--- config.mk ---
export PLATFORM = sky130hd
export DESIGN_NAME = lsu_mem_port
export DESIGN_NICKNAME = d
export VERILOG_FILES = /design/src/rtl/lsu_mem_port.sv
export SDC_FILE = /design/constraint.sdc
export NUM_CORES = 1
export LEC_CHECK = 0
export ABC_AREA = 1
export BUFFER_PORTS_ARGS = -buffer_cell sky130_fd_sc_hd__buf_2
export CAP_MARGIN = 20
export CORE_UTILIZATION = 40
export DETAILED_ROUTE_END_ITERATION = 8
export PLACE_DENSITY = 0.73
export SYNTH_ARGS = -nofsm -noshare
export SYNTH_HDL_FRONTEND = slang
export SYNTH_SLANG_ARGS = --single-unit
--- constraint.sdc ---
create_clock -name clk -period 6.7 [get_ports clk]
set_input_delay 0.335 -clock clk [delete_from_list [all_inputs] [get_ports clk]]
set_output_delay 0.335 -clock clk [all_outputs]
set_load 0.02 [all_outputs]
--- src/rtl/lsu_mem_port.sv ---
// Load/store unit memory port: one outstanding request, sub-word loads with
// sign/zero extension, sub-word stores done as read-modify-write on a
// single-ported word memory with one-cycle read latency.
module lsu_mem_port #(
  parameter int ADDR_W = 8
) (
  input  logic              clk,
  input  logic              rst,
  input  logic              req_valid,
  output logic              req_ready,
  input  logic              req_we,
  input  logic [2:0]        req_op,
  input  logic [31:0]       req_addr,
  input  logic [31:0]       req_wdata,
  output logic              resp_valid,
  output logic [31:0]       resp_rdata,
  output logic              resp_err,
  output logic [ADDR_W-3:0] mem_addr,
  output logic              mem_re,
  input  logic [31:0]       mem_rdata,
  output logic              mem_we,
  output logic [31:0]       mem_wdata
);

  typedef enum logic [2:0] {IDLE, RD, RDW, WR, RESP} state_t;

  state_t            state, state_nxt;
  logic              we_q, err_q;
  logic [2:0]        op_q;
  logic [ADDR_W-1:0] addr_q;
  logic [31:0]       wdata_q, buf_q;
  logic              accept, req_err, req_illegal, req_mis;
  logic [7:0]        ld_byte;
  logic [15:0]       ld_half;
  logic [31:0]       ld_val, merged;

  // Address bits above ADDR_W wrap away; keep them visibly unused.
  generate
    if (ADDR_W < 32) begin : g_hi
      logic unused_hi;
      assign unused_hi = ^req_addr[31:ADDR_W];
    end
  endgenerate

  assign accept = req_valid && req_ready;

  // Classify the incoming request: illegal op encodings and misalignment.
  always_comb begin
    req_illegal = 1'b0;
    req_mis     = 1'b0;
    case (req_op)
      3'b000: ;
      3'b001: req_mis = req_addr[0];
      3'b010: req_mis = |req_addr[1:0];
      3'b100: req_illegal = req_we;
      3'b101: begin
        req_illegal = req_we;
        req_mis     = req_addr[0];
      end
      default: req_illegal = 1'b1;
    endcase
  end
  assign req_err = req_illegal || req_mis;

  // State register; reset aborts whatever is in flight.
  always_ff @(posedge clk or posedge rst) begin
    if (rst) state <= IDLE;
    else     state <= state_nxt;
  end

  // Next-state: errors skip memory, word stores skip the read, others RMW.
  always_comb begin
    state_nxt = state;
    case (state)
      IDLE: if (accept) begin
        if (req_err)                     state_nxt = RESP;
        else if (req_we && req_op == 3'b010) state_nxt = WR;
        else                             state_nxt = RD;
      end
      RD:   state_nxt = RDW;
      RDW:  state_nxt = we_q ? WR : RESP;
      WR:   state_nxt = RESP;
      RESP: state_nxt = IDLE;
      default: state_nxt = IDLE;
    endcase
  end

  // Latch the request on accept and capture the read word in RDW.
  always_ff @(posedge clk or posedge rst) begin
    if (rst) begin
      we_q    <= 1'b0;
      err_q   <= 1'b0;
      op_q    <= 3'b0;
      addr_q  <= '0;
      wdata_q <= 32'b0;
      buf_q   <= 32'b0;
    end else begin
      if (accept) begin
        we_q    <= req_we;
        err_q   <= req_err;
        op_q    <= req_op;
        addr_q  <= req_addr[ADDR_W-1:0];
        wdata_q <= req_wdata;
      end
      if (state == RDW) buf_q <= mem_rdata;
    end
  end

  // Lane extraction/extension for loads and lane merge for sub-word stores.
  always_comb begin
    ld_byte = buf_q[{addr_q[1:0], 3'b000} +: 8];
    ld_half = buf_q[{addr_q[1], 4'b0000} +: 16];
    case (op_q)
      3'b000:  ld_val = {{24{ld_byte[7]}}, ld_byte};
      3'b001:  ld_val = {{16{ld_half[15]}}, ld_half};
      3'b010:  ld_val = buf_q;
      3'b100:  ld_val = {24'b0, ld_byte};
      3'b101:  ld_val = {16'b0, ld_half};
      default: ld_val = 32'b0;
    endcase
    merged = buf_q;
    if (op_q[1:0] == 2'b00) merged[{addr_q[1:0], 3'b000} +: 8] = wdata_q[7:0];
    else                    merged[{addr_q[1], 4'b0000} +: 16] = wdata_q[15:0];
  end

  assign req_ready  = (state == IDLE);
  assign mem_re     = (state == RD);
  assign mem_we     = (state == WR);
  assign mem_addr   = addr_q[ADDR_W-1:2];
  assign mem_wdata  = (state != WR)     ? 32'b0 :
                      (op_q == 3'b010)  ? wdata_q : merged;
  assign resp_valid = (state == RESP);
  assign resp_err   = (state == RESP) && err_q;
  assign resp_rdata = ((state == RESP) && !we_q && !err_q) ? ld_val : 32'b0;

endmodule

==> impl_results.md, run 1 <==
- Status: finished clean
- Yosys warning count: 0
- Worst Setup End Kind: primary output
- Antenna Nets Post-Route: 0
- Hold Fails Final Rpt: 0
- Worst min path class: in -> reg
- VDD IR max: approximately 0.00019 V
- Sequential share of power: 29.8%
- Global-route wire length before repair: 26700 microns
- Max-cap viol count: 0
- Pin count of the biggest net entering global routing: slightly above 80
- Routed vias: around 5700
- Fin nets: 1046
- CTS Root Cell: clkbuf_16
- Max transition margin: a little under two fifths
- Fmax: approximately 280 MHz
- Hold Crit Start: req_addr[3]
- Core area: roughly 13000 sq um
- CP Data Arrival Time: 3.30 ns
- Placer Congestion: 0.924
- Synthesized flop and latch total: 80
- Clock transition at the registers of the reported paths: 0.06 ns
- Total GRT Usage: 24.4%
- Syn_area_per_cell: about 6.6 sq um
- Slowest stage cell on the critical path: inv_1
- Die ar.: 13900 sq um
- Sw Ratio: 51.4%
- Critical path type: reg -> out
- Worst reg2reg path startpoint: state[0]$_DFFE_PP0P_
- Sw Pwr: ~1600 uW
- Final wirelength: about 17000 microns
- Final worst-path cycle share: 54.2%
- Synthesized cell area: around 5400 sq um
- CP Max Fanout: 60
- Final hold slack: 0.186 ns
- 1st-iter DRT viols: around 430
- Share of cells above drive strength 1: 23.2%
- Antenna violations before repair: 0
- CTS sink count: 80
- Pwr Total: around 3200 uW
- Die width: 118 microns
- Worst setup path start: addr_q[1]$_DFFE_PP0P_
- LEAKAGE: 0.00331 uW
- Grt total ovfl: 0
- CTS tree: built
- Die Span Y: 118 microns
- Combinational share of power: 53.2%
- Pwr dens: 485 nW/um^2
- Starting Density: 40.8%
- CP max stage delay: 0.56 ns
- Cell count after synthesis: 813
- Vias in the first global route: 5159
- Clock Tree Buf Depth: 2
- DR WL/cell: 15.0 microns
- Clock power share: 17.0%
- I/O pins: between 150 and 200
- DRT Pass-1 Iters: 5
- Detailed placement HPWL: 12200 microns
- H-tree level count: 3
- Fin crit period: 3.63 ns
- Post-route DRC: 0
- Final slew viol count: 0
- Worst Tran Pin Value: slightly above 0.9 ns
- Via density: 5.08
- Worst setup SP type: flop
- Synth Net Count: 921
- RSZ-0062 raised after global routing: false
- Register area share after synthesis: between 30 and 40%
- Fin Setup TNS: 0 ns
- Fin util: 49.5%
- Final setup fails: 0
- TritonCTS Buffers: 9
- Worst path required time: 6.36 ns
- Most numerous cell on the critical path: nand2_1
- Postcts setup bufs: 0
- Filler cells: 1394
- Yosys cell types: 32
- Area grow syn2layout: 21.2%
- Inserted Diodes: 0
- Worst-path cell chain: buf_4 -> inv_1 -> ha_1 -> clkinv_1 -> nor3_1 -> nand2_1 -> nand2_2 -> nand2_1 -> a21oi_1 -> buf_2
- I/O Buffers: ~150
- Int Pwr: 1540 uW
- Num rows: 42
- Final Skew: 0.00541 ns
- Skew-Pair Late Insertion Delay: 0.34 ns
[power by group through the flow]
stage | clock, uW | combinational [uW] | sequential, uW
2_1_floorplan | 0 | 1290 | 866
3_3_place_gp | 0 | 1630 | 936
3_5_place_dp | 0 | 1650 | 943
4_1_cts | 543 | 1660 | 935
5_1_grt | 562 | 1900 | 974
6_report | 539 | 1680 | 942
[area by class of cell]
class	instances	area, sq um	area share (%)
clock buffer	10	229	3.51
clock inverter	6	92.6	1.42
inverter	73	278	4.26
multi-input combinational	613	2850	43.7
sequential	80	2000	30.7
tap	176	220	3.38
timing repair buffer	161	848	13.0
[state kept, by name (all words and copies together), names as in the netlist]
signal,flops
addr_q,8
state,3
we_q,1
buf_q,32
err_q,1
wdata_q,32
op_q,3
[critical path, delay by kind of cell, from the launching register on]
| family | cells | cell delay [ns] |
|---|---|---|
| flops | 1 | 0.36 |
| buf+inv | 4 | 1.47 |
| simple gates | 4 | 0.61 |
| compound gates | 1 | 0.24 |
| fa+ha+maj | 1 | 0.27 |
[kinds of logic after synthesis]
family	after synthesis	synth area share, %
AO/OA/AOI/OAI	230	22.4
adder cells (fa/ha/maj)	5	1.16
buffers and inverters	120	9.90
flip-flops	80	37.2
AND/OR/NAND/NOR	378	29.3
[synth_stat cells (all sizes together)]
cell type	number	area, sq um
dfrtp	80	2000
o21bai	1	7.51
nor2	85	403
o21ai	148	741
a21oi	73	403
o22ai	3	18.8
clkinv	1	3.75
nand4	2	12.5
inv	72	273
nor3	5	35.0
nor2b	1	6.26
buf	34	208
nand2	264	1000
nand3	21	118
o211ai	5	37.5
ha	5	62.6
clkbuf	13	48.8
[metal layers]
layer	routed length [microns]	share of wire (%)	vias to the layer above	global-route usage [%]
met5	0	0	-	0
met4	450	2.7	0	9.21
met3	1390	8.3	29	5.18
met2	7130	42	239	36.4
met1	7800	47	2548	34.6
li1	-	-	2864	-
[stage by stage]
step           instances  area, sq um  worst slack [ns]
2_1_floorplan        813         5380              4.31
3_5_place_dp        1101         6160              3.54
4_1_cts             1117         6490              3.17
5_1_grt             1119         6520              2.80
6_report            1119         6520              3.07
3_3_place_gp        1101         6160              3.59
[cell usage in the layout (no fill, tap or decap), types with 6 or more instances in the layout]
master and count:
o21ai_1 18, clkbuf_16 9, nand2_1 261, inv_1 62, nand3_1 20, a21oi_1 63, inv_2 8, o21ai_0 130
dfrtp_1 80, nor2_1 67, nor2_2 12, a21oi_2 10, buf_2 153, buf_4 6
[path summary, 6_finish.rpt]
kind                                            to  slack (ns)  cells after the start
max                                   mem_wdata[6]        3.07                     10
min                          addr_q[3]$_DFFE_PP0P_        0.19                      3
max reg2reg                wdata_q[15]$_DFFE_PP0P_        4.64                      8
min reg2reg                wdata_q[17]$_DFFE_PP0P_        0.46                      2
max in group asynchronous  wdata_q[15]$_DFFE_PP0P_        5.63                      5
min in group asynchronous         we_q$_DFFE_PP0P_        0.50                      4
[timing repair]
action                                 CTS  global route
setup endpoints to repair                0             0
gates resized for setup                  0             0
endpoints found under the hold margin    0             6
hold buffers                             0             1
No activity file was read; power rests on OpenSTA's default activity.
==> run 2, diff against run 1 <==
==> constraint.sdc (replaced) <==
create_clock -name clk -period 3.7 [get_ports clk]
set_input_delay 0.185 -clock clk [delete_from_list [all_inputs] [get_ports clk]]
set_output_delay 0.185 -clock clk [all_outputs]
set_load 0.02 [all_outputs]
==> run 2 against run 1 <==
Compared with the run above:
- sequential share of layout area is 0.10 points lower
- largest cell class unchanged
- setup slack got worse by 2.3 ns
- register-to-register slack got worse by 2.8 ns
- cell area is 0.33% higher
- via count decreased by 0.53%
- critical path depth unchanged
- power grew 81%
==> impl_results.md, run 2 (synthesized netlist as in run 1, its figures left out) <==
- Pre-CTS WS: around 1.2 ns
- CTS resizes: 0
- Worst-path cell chain: buf_4 -> inv_1 -> ha_1 -> clkinv_1 -> nor3_1 -> nand2_1 -> nand2_2 -> nand2_1 -> a21oi_1 -> buf_2
- Clock power share: roughly 17%
- Pwr Total: 5740 uW
- Final slew viol count: 0
- Via density: 5.04
- Final wirelength: 16700 microns
- Core area: 13200 sq um
- VDD IR max: 0.000397 V
- Grt total ovfl: 0
- DR WL/cell: 14.9 microns
- Buf/Inv on CP: 4
- Filler cells: 1351
- Seq. cell area: 2000 sq um
- I/O Buffers: around 150
- Most frequent cells in the layout: nand2_1, buf_2, o21ai_0, dfrtp_1, nor2_1
- Antenna violations before repair: 0
- Hold EP: addr_q[2]$_DFFE_PP0P_
- R2R setup slack: around 1.9 ns
- Fin util: 49.6%
- Post-route DRC: 0
- Sw Ratio: roughly 50%
- CP Max Fanout: 17
- CP delay by family, top: buffers and inverters
- Detailed placement HPWL: 12400 microns
- Clock transition at the registers of the reported paths: 0.06 ns
- Final Skew: 0.00764 ns
- CP Data Arrival Time: 2.74 ns
- Largest registers: buf_q (32), wdata_q (32), addr_q (8)
- RSZ-0062 raised after global routing: false
- Max transition margin: roughly two fifths
- Hold-critical path depth: 3
- R2R Path End: wdata_q[25]$_DFFE_PP0P_
- Worst setup SP type: flop
- Slowest stage cell on the critical path: dfrtp_1
- Sw Pwr: 2930 uW
- Worst Tran Pin Value: 0.924 ns
- Most numerous cell on the critical path: nand2_1
- Clock Tree Buf Depth: 2
- Global-route wire length before repair: about 27000 microns
- Antenna Nets Post-Route: 0
- Max-cap viol count: 0
- Worst min path class: in -> reg
- Placer Congestion: between 0.9 and 1
- I/O pins: 178
- CTS tree: built
- Pwr dens: around 880 nW/um^2
- H-tree level count: 3
- Area grow syn2layout: 21.6%
- DRT Pass-1 Iters: 5
- Hold Crit Start: req_addr[2]
- Die width: 118 microns
- Share of cells above drive strength 1: 23.6%
- 1st-iter DRT viols: 565
- Num rows: 42
- Final hold slack: 0.0431 ns
- Sequential share of power: 29.4%
- Die ar.: approximately 14000 sq um
- Commonest non-fill, non-tap cell in the layout: nand2_1
- Reg2Reg Depth: 9
- Total GRT Usage: around 25%
- Status: finished clean
- Hold Fails Final Rpt: 0
- Pin count of the biggest net entering global routing: 60
- Worst reg2reg path startpoint: state[0]$_DFFE_PP0P_
- CP max stage delay: ~0.37 ns
- Die Span Y: 118 microns
- Routed vias: roughly 5700
- Final worst-path cycle share: 78.9%
- Combinational share of power: 53.7%
- CTS sink count: 80
- Worst path required time: 3.51 ns
- Setup WS post-layout: 0.780 ns
- Fin crit period: 2.92 ns
- Fin Setup TNS: 0 ns
- CTS Root Cell: clkbuf_16
- Starting Density: 40.8%
- Critical path type: reg -> out
- LEAKAGE: 0.00333 uW
- Skew-Pair Late Insertion Delay: ~0.34 ns
- Inserted Diodes: 0
- TritonCTS Buffers: 9
- Multi-input logic area: 2850 sq um
- Worst Setup End Kind: primary output
- Vias in the first global route: 5179
- Fin nets: 1050
- Final setup fails: 0
- Int Pwr: 2820 uW
- Fmax: 342 MHz
[run 2: changes by cell type in the layout (fill, tap and decap cells not counted), sizes merged]
cell / before / now
buf: 160 / 164
clkinv: 3 / 4
clkinvlp: 2 / 1
inv: 72 / 71
[run 2: final cells by class]
type,instances,area share (%)
Clock buffer,10,3.65
Clock inverter,5,1.24
Inverter,73,4.24
Multi-Input combinational cell,613,43.6
Sequential cell,80,30.6
Tap cell,176,3.36
Timing Repair Buffer,165,13.3
[run 2: per-stage QoR]
step,instance area [sq um],std cells
global route,6550,1122
finish,6550,1122
detailed placement,6190,1105
CTS,6520,1120
floorplan,5380,813
global placement,6190,1105
[run 2: power by group through the flow]
stage / Sequential [uW] / Clock (uW) / Combinational (uW)
2_1_floorplan: 1570 / 0 / 2340
3_3_place_gp: 1680 / 0 / 2990
3_5_place_dp: 1690 / 0 / 3040
4_1_cts: 1680 / 979 / 3050
5_1_grt: 1740 / 1020 / 3490
6_report: 1690 / 970 / 3080
[run 2: metal layers]
layer | global-route usage (%) | vias to the layer above | share of wire (%)
li1 | - | 2868 | -
met1 | 34.7 | 2508 | 46
met2 | 36.8 | 250 | 43
met3 | 6.01 | 24 | 8.8
met4 | 7.69 | 0 | 1.8
met5 | 0 | - | 0
[run 2: worst register-to-register path, stage by stage, from the launching register on]
cell	delay [ns]
dfrtp_1	0.42
nor2_1	0.19
inv_2	0.08
nor2_4	0.13
inv_2	0.06
nor2_4	0.08
buf_4	0.29
inv_2	0.28
nand2_1	0.14
nand2_1	0.05
[run 2: worst max-delay path by stage]
stage	slack (ns)	start	to	cells past startpoint
global placement	1.21	addr_q[0]$_DFFE_PP0P_	mem_wdata[5]	10
detailed placement	1.21	addr_q[0]$_DFFE_PP0P_	mem_wdata[4]	10
floorplan	1.46	rst	addr_q[0]$_DFFE_PP0P_	1
global route	0.53	addr_q[0]$_DFFE_PP0P_	mem_wdata[6]	10
finish	0.78	addr_q[0]$_DFFE_PP0P_	mem_wdata[5]	10
CTS	0.84	addr_q[0]$_DFFE_PP0P_	mem_wdata[4]	10
[run 2: what timing repair did]
item / CTS / global route
hold buffers: 0 / 1
buffers inserted: 0 / 0
endpoints found under the hold margin: 0 / 24
